<file path="src/rtl/rename_reg_file.sv">
// -----------------------------------------------------------------------------
// rename_reg_file
//
// Architectural register file (x0..x31) with a rename tag per register.
// A tag holds the ROB index of the in-flight instruction that will produce
// the register's next value; tag 0 means the stored value is current.
//
// Ports:
//   clk, rst        clock and synchronous active-high reset (rst beats rdy)
//   rdy             global ready; when low no state changes
//   rd_valid        per-channel source valid          [NUM_RD]
//   rd_addr         packed source indices, 5 bits/ch  [NUM_RD*5]
//   rd_val          packed operand values             [NUM_RD*XLEN]
//   rd_tag          packed pending tags (0 = ready)   [NUM_RD*TAG_W]
//   iss_valid/dest/tag               rename of a destination at issue
//   com_valid/dest/value/tag         retirement of a ROB entry
//   flush           mispredict: drop every pending rename
//
// Reads are combinational and include a commit bypass: a source waiting on
// the tag that is retiring this very cycle sees the retiring value directly.
// -----------------------------------------------------------------------------
module rename_reg_file #(
  parameter int XLEN   = 32,
  parameter int TAG_W  = 4,
  parameter int NUM_RD = 2
) (
  input  logic                    clk,
  input  logic                    rst,
  input  logic                    rdy,
  input  logic [NUM_RD-1:0]       rd_valid,
  input  logic [NUM_RD*5-1:0]     rd_addr,
  output logic [NUM_RD*XLEN-1:0]  rd_val,
  output logic [NUM_RD*TAG_W-1:0] rd_tag,
  input  logic                    iss_valid,
  input  logic [4:0]              iss_dest,
  input  logic [TAG_W-1:0]        iss_tag,
  input  logic                    com_valid,
  input  logic [4:0]              com_dest,
  input  logic [XLEN-1:0]         com_value,
  input  logic [TAG_W-1:0]        com_tag,
  input  logic                    flush
);

  logic [XLEN-1:0]  r_val [32];
  logic [TAG_W-1:0] r_tag [32];

  logic w_com_wr;
  logic w_iss_wr;

  // x0 is never a target; its entry stays at its reset value of zero.
  assign w_com_wr = com_valid && (com_dest != 5'd0);
  assign w_iss_wr = iss_valid && (iss_dest != 5'd0) && !flush;

  // NOTE: this storage is built from flops, not a RAM macro, because reset
  // must clear every value and every tag in one cycle.
  always_ff @(posedge clk) begin
    if (rst) begin
      for (int i = 0; i < 32; i++) begin
        r_val[i] <= '0;
        r_tag[i] <= '0;
      end
    end else if (rdy) begin
      if (w_com_wr) begin
        r_val[com_dest] <= com_value;
        // Only retire the rename if no younger instruction has re-renamed it.
        if (r_tag[com_dest] == com_tag) begin
          r_tag[com_dest] <= '0;
        end
      end
      // NOTE: with non-blocking assignments the last one in program order
      // wins, so the flush and issue writes below override the commit clear.
      if (flush) begin
        for (int i = 0; i < 32; i++) begin
          r_tag[i] <= '0;
        end
      end else if (w_iss_wr) begin
        r_tag[iss_dest] <= iss_tag;
      end
    end
  end

  for (genvar k = 0; k < NUM_RD; k++) begin : g_rd
    logic [4:0]       w_addr;
    logic [TAG_W-1:0] w_tag;
    logic [XLEN-1:0]  w_val;
    logic             w_bypass;

    assign w_addr   = rd_addr[5*k +: 5];
    assign w_tag    = (w_addr == 5'd0) ? '0 : r_tag[w_addr];
    assign w_val    = (w_addr == 5'd0) ? '0 : r_val[w_addr];
    // w_tag is nonzero whenever this matters, so a tag-0 commit never bypasses.
    assign w_bypass = com_valid && (com_tag == w_tag);

    assign rd_val[k*XLEN +: XLEN] =
        !rd_valid[k]     ? '0 :
        (w_tag == '0)    ? w_val :
        w_bypass         ? com_value : '0;

    assign rd_tag[k*TAG_W +: TAG_W] =
        (!rd_valid[k] || (w_tag == '0) || w_bypass) ? '0 : w_tag;
  end

endmodule

</file>
<file path="config.mk">
export PLATFORM = sky130hd
export DESIGN_NAME = rename_reg_file
export DESIGN_NICKNAME = d
export VERILOG_FILES = /design/src/rtl/rename_reg_file.sv
export SDC_FILE = /design/constraint.sdc
export NUM_CORES = 2
export LEC_CHECK = 0
export BUFFER_PORTS_ARGS = -buffer_cell sky130_fd_sc_hd__buf_2
export CORE_MARGIN = 2
export CORE_UTILIZATION = 30
export CTS_CLUSTER_SIZE = 8
export DETAILED_ROUTE_END_ITERATION = 7
export PLACE_DENSITY = 0.46
export SETUP_SLACK_MARGIN = 0.5
export SYNTH_ARGS = -nofsm -noshare
export SYNTH_HDL_FRONTEND = slang
export SYNTH_SLANG_ARGS = --single-unit
</file>
<file path="constraint.sdc">
create_clock -name clk -period 11.4 [get_ports clk]
set_input_delay 3.42 -clock clk [delete_from_list [all_inputs] [get_ports clk]]
set_output_delay 3.42 -clock clk [all_outputs]
set_load 0.005 [all_outputs]
</file>
# Yosys cells after proc, flatten, opt, wreduce, memory -nomap -nowiden
# Memories as Yosys holds them, arrays and structs flattened.
# Cells that the tools add are included.
[totals]
output_inout_bits = 72
input_bits = 68
word_cells = 255
n_memories = 2
register_bits = 0
ramBits = 1152
[mem_list]
columns = ["memory", "words", "word_bits", "read_ports", "rd_clocked_by_memory_dff", "wr", "line", "source"]
rows = [
  ["r_val", 32, 32, 2, 0, 32, "44", "logic [XLEN-1:0] r_val [32];"],
  ["r_tag", 32, 4, 3, 0, 32, "45", "logic [TAG_W-1:0] r_tag [32];"],
]
[op_classes]
mux = 73
eq_ne = 34
n_reduce_logical = 21
bitwise_logic = 125
[ops]
columns = ["operator", "n"]
rows = [
  ["2-to-1 mux 32 bit", 9],
  ["equality test 5 bit (second input constant)", 31],
  ["2-to-1 mux 4 bit", 38],
  ["bitwise AND 1 bit", 62],
  ["OR 1 bit", 32],
  ["OR reduction 32 bit", 1],
  ["inverter 1 bit", 31],
  ["2-to-1 mux 1 bit", 23],
  ["2-to-1 mux 5 bit", 3],
  ["equality test 4 bit", 3],
  ["logical NOT 5 bit", 2],
  ["nonzero test 5 bit", 2],
  ["logical NOT 4 bit", 2],
  ["OR reduction 4 bit", 2],
  ["logical AND 1 bit", 5],
  ["logical OR 1 bit", 4],
  ["logical NOT 1 bit", 3],
]

# Longest topological paths before layout
# An unclocked memory read counts as a cell.
[depth]
depth_word = 40
mapped_depth = 12
mapped_depth_nobuf = 7

# Worst setup path before layout
# No wires, ideal clock.
[synth_path]
path_type = "input -> output"
start = "input port rd_addr[0]"
end = "output port rd_val[11]"
required_time_ps = 7980
n_path_buf = 5
path_stages = 9
slack_ps = 2095
arrival_time_ps = 5885
cell_sequence = "buf_6 buf_2 buf_2 buf_2 buf_1 mux4_2 mux4_2 mux2i_1 o32ai_2"
[synth_via]
elab_chain_cells = 7
word_cells_on_any_way = 11
classes_between = "eq/ne (1); mux (5); reduce/logical (3); memory (2)"
[synth_rtl]
columns = ["item", "line", "source"]
rows = [
  ["start: declaration", "31", "input logic [NUM_RD*5-1:0] rd_addr,"],
  ["memory (32 x 4 bit) or logical NOT 5 bit (tied branches)", "n/a", ""],
  ["2-to-1 mux 4 bit", "89", "assign w_tag = (w_addr == 5'd0) ? '0 : r_tag[w_addr];"],
  ["equality test 4 bit", "92", "assign w_bypass = com_valid && (com_tag == w_tag);"],
  ["logical AND 1 bit", "92", ""],
  ["2-to-1 mux 32 bit", "97", "w_bypass ? com_value : '0;"],
  ["2-to-1 mux 32 bit (*)", "96", "(w_tag == '0) ? w_val :"],
  ["2-to-1 mux 32 bit (*)", "95", "!rd_valid[k] ? '0 :"],
  ["end: declaration", "32", "output logic [NUM_RD*XLEN-1:0] rd_val,"],
]
# Mark *: on every way between the ends. The rest lies on a longest branch, timed or not.

# Worst setup path in the final report
[layout_path]
start = "input port rd_addr[0]"
end = "output port rd_val[23]"
# Same word-level chain as after synthesis.

==> flow_summary_export.csv <==
group,metric,value,unit
clocking,ctsHoldBuffers,0,
sta,fmax,93.3,MHz
synth,ys_warn_count,0,
worst_setup_path,cp.required,7.98,ns
worst_setup_path,regToRegSetupSlack,7.55,ns
drt,first_pass_iters,8,
synth,synth_area_leaders,"edfxtp_1 55%, mux4_2 26%, nor3_1 7.7%, clkbuf_1 2.6%, mux2i_1 1.5%",
clocking,htree_levels,4,
place,hpwl,136,mm
worst_setup_path,worstSetupPathType,"input port to output pin",
place,place.gp.congestion,0.893,
finish,nets,4148,
synth,synth.top_cell.area_share,0.548,
finish,areaGrowthSynthToFinish,12.9,%
pwr,p_sw,2.88,mW
sta,slew_headroom,0.0650,
worst_hold_path,hold_path.class,"flop to flop",
floorplanning,die_y,463,um
drt,viasPerCell,6.14,
drt,ant_nets,0,
place,io_buffers,139,
synth,ys_async_sr_fraction,0,
pwr,p_sw_frac,0.262,
pwr,combinationalPowerShare,0.134,
clocking,tritoncts,"done",
sta,layout_min_cycle_time,10.72,ns
finish,final_layout_size_suffix_gt1_frac,0.303,
status,failed_checks,"DRC",
worst_setup_path,cp-end-kind,"output pin",
sta,setup_tns,0,ns
clocking,post_cts_buffers,0,
synth,synth.largest_area_cell,"edfxtp_1",
pwr,power.leakage,21.9,nW
synth,ys_seq_area_frac,0.548,
clocking,cts-root-buf,"clkbuf_16",
run,drv_cap,0,
sta,finalCritPeriodShare,0.940,
synth,synth_flop_cell,"edfxtp_1",
synth,netlist_instances,4182,
worst_setup_path,cp.arrival,7.30,ns
status,status,"finished, violations left",
grt,grt_pass1_wl,349,mm
sta,fin_hold_ws,1.71,ns
floorplanning,io_pins,140,
synth,ys_seq_elements,1152,
clocking,cts_buffers,163,
clocking,clockBufferDepth,3,
pwr,power_density,155,nW/um2
floorplanning,die_w,463,um
sta,finalSetupViolCount,0,
drt,finalWirelength,248,mm
grt,antenna_found_initial,5,
drt,first_iter_violations,5283,
sta,rsz0062_at_grt,"no",
sta,worst_pin_slew,1.40,ns
clocking,clk_pin_slew_worst_paths,0.05,ns
grt,grt_start_max_net_pins,139,
drt,vias,42418,
clocking,clk_latency,0.81,ns
grt,grt_pass1_vias,43300,
grt,track_usage,0.229,
synth,ys_types,73,
drt,wire_per_inst,35.9,um
drt,drcViolationCount,5,
worst_setup_path,crit_fanout,75,
sta,drv_slew,0,
synth,avgSynthCellArea,15.1,um2
floorplanning,coreArea,209000,um2
floorplanning,die_area,214000,um2
grt,overflow,0,
clocking,post_cts_resized,1,
worst_setup_path,start_kind,"input port",
clocking,clock-sinks,1152,
pwr,power.internal,8.13,mW
sta,hold_violations,0,
synth,synth-edff-count,1152,
pwr,clock_power_share,0.409,
floorplanning,num_rows,168,
synth,syn_area,63100,um2
sta,finalClockSkew,0.0339,ns
pwr,ir_worst_vdd,0.134,mV
pwr,pwr-share-seq,0.458,
floorplanning,start_util,0.301,
==> cells in the final DEF, fill, tap and decap left out, types with 5 or more instances in the layout <==
cell	n
inv_1	37
clkbuf_16	172
nand3_1	12
buf_12	14
o32ai_1	28
buf_2	128
a21oi_1	11
mux2i_1	95
a22oi_1	15
o2bb2ai_1	32
or4_1	5
and2_1	116
o211ai_1	5
o22ai_1	9
o21bai_4	30
edfxtp_1	1152
conb_1	36
nand3b_1	8
nor2_1	106
nor2b_1	13
buf_4	106
o21ai_1	28
nand2b_1	9
nand2_1	57
mux4_2	716
and3_1	17
nor4_1	35
mux2_2	25
nor3_1	971
==> state kept, by name, summed over array words and instances, names as in the netlist <==
signal and cells:
r_tag 128, r_val 1024
==> routing by layer <==
metal	track usage	part of all wire	routed length, um
met5	0	0	0
met2	0.374	0.48	119000
met4	0.0918	0.042	10500
met3	0.0350	0.071	17500
met1	0.305	0.41	101000
==> cell families after synthesis <==
family | count (synthesis) | synth area share
AOI/OAI and AO/OA | 201 | 0.0250
muxes | 837 | 0.275
xor gates and xnor gates | 3 | 0.000417
and+or+nand+nor | 1390 | 0.113
buffers and inverters | 598 | 0.0377
DFF | 1152 | 0.548
other | 1 | 0.0000595
==> critical path, cell delays in order <==
cell and delay [ns]:
buf_8 0.25, buf_12 0.54, buf_6 0.58, mux4_2 0.60, mux4_2 0.47, mux2i_1 0.66, o32ai_1 0.20, buf_4 0.20
buf_2 0.12
==> worst paths after layout <==
check	from	to	depth (start not counted)
worst max-delay path	rd_addr[0]	rd_val[23]	9
worst min-delay path	r_tag[28][3]$_SDFFCE_PN0P_	r_tag[16][2]$_SDFFCE_PN0P_	6
worst max register to register	r_tag[10][3]$_SDFFCE_PN0P_	r_tag[2][2]$_SDFFCE_PN0P_	7
worst min register to register	r_tag[28][3]$_SDFFCE_PN0P_	r_tag[16][2]$_SDFFCE_PN0P_	6
==> final cells by class <==
type	count	area (um2)
antenna	2	5.00
clock buffer	176	4320
clock inverter	10	134
fill	20227	138000
inverter	39	153
multi-input combinational	2467	26700
sequential	1152	34600
tap	2805	3510
timing repair buffer	257	1850
==> stage by stage <==
step	setup slack, ns	util	std cells	power, mW	cell area, um2
after floorplan	2.10	-	4217	5.97	63200
after global placement	0.490	0.319	6719	6.57	66700
after detailed placement	0.444	0.319	6719	6.58	66700
after CTS	0.678	0.340	6905	11.1	71200
after global routing	0.570	0.340	6907	11.3	71200
final	0.682	0.340	6908	11.0	71200
==> cells in the mapped netlist (28+ instances only) <==
| cell | count |
|---|---|
| and2_1 | 116 |
| buf_1 | 60 |
| buf_2 | 53 |
| clkbuf_1 | 433 |
| edfxtp_1 | 1152 |
| inv_1 | 38 |
| mux2i_1 | 95 |
| mux4_2 | 716 |
| nand2_1 | 62 |
| nor2_1 | 106 |
| nor3_1 | 971 |
| nor4_1 | 35 |
| o21ai_1 | 28 |
| o21bai_1 | 30 |
| o2bb2ai_1 | 32 |
| o32ai_1 | 28 |
==> power by group through the flow <==
stage | registers (mW) | logic [mW] | clock network (mW)
floorplan | 5.05 | 0.921 | 0
global placement | 5.10 | 1.47 | 0
detailed placement | 5.11 | 1.47 | 0
CTS | 5.03 | 1.47 | 4.56
global route | 5.06 | 1.52 | 4.70
finish | 5.04 | 1.47 | 4.50
Note: power is estimated with default switching activity, not from simulation.
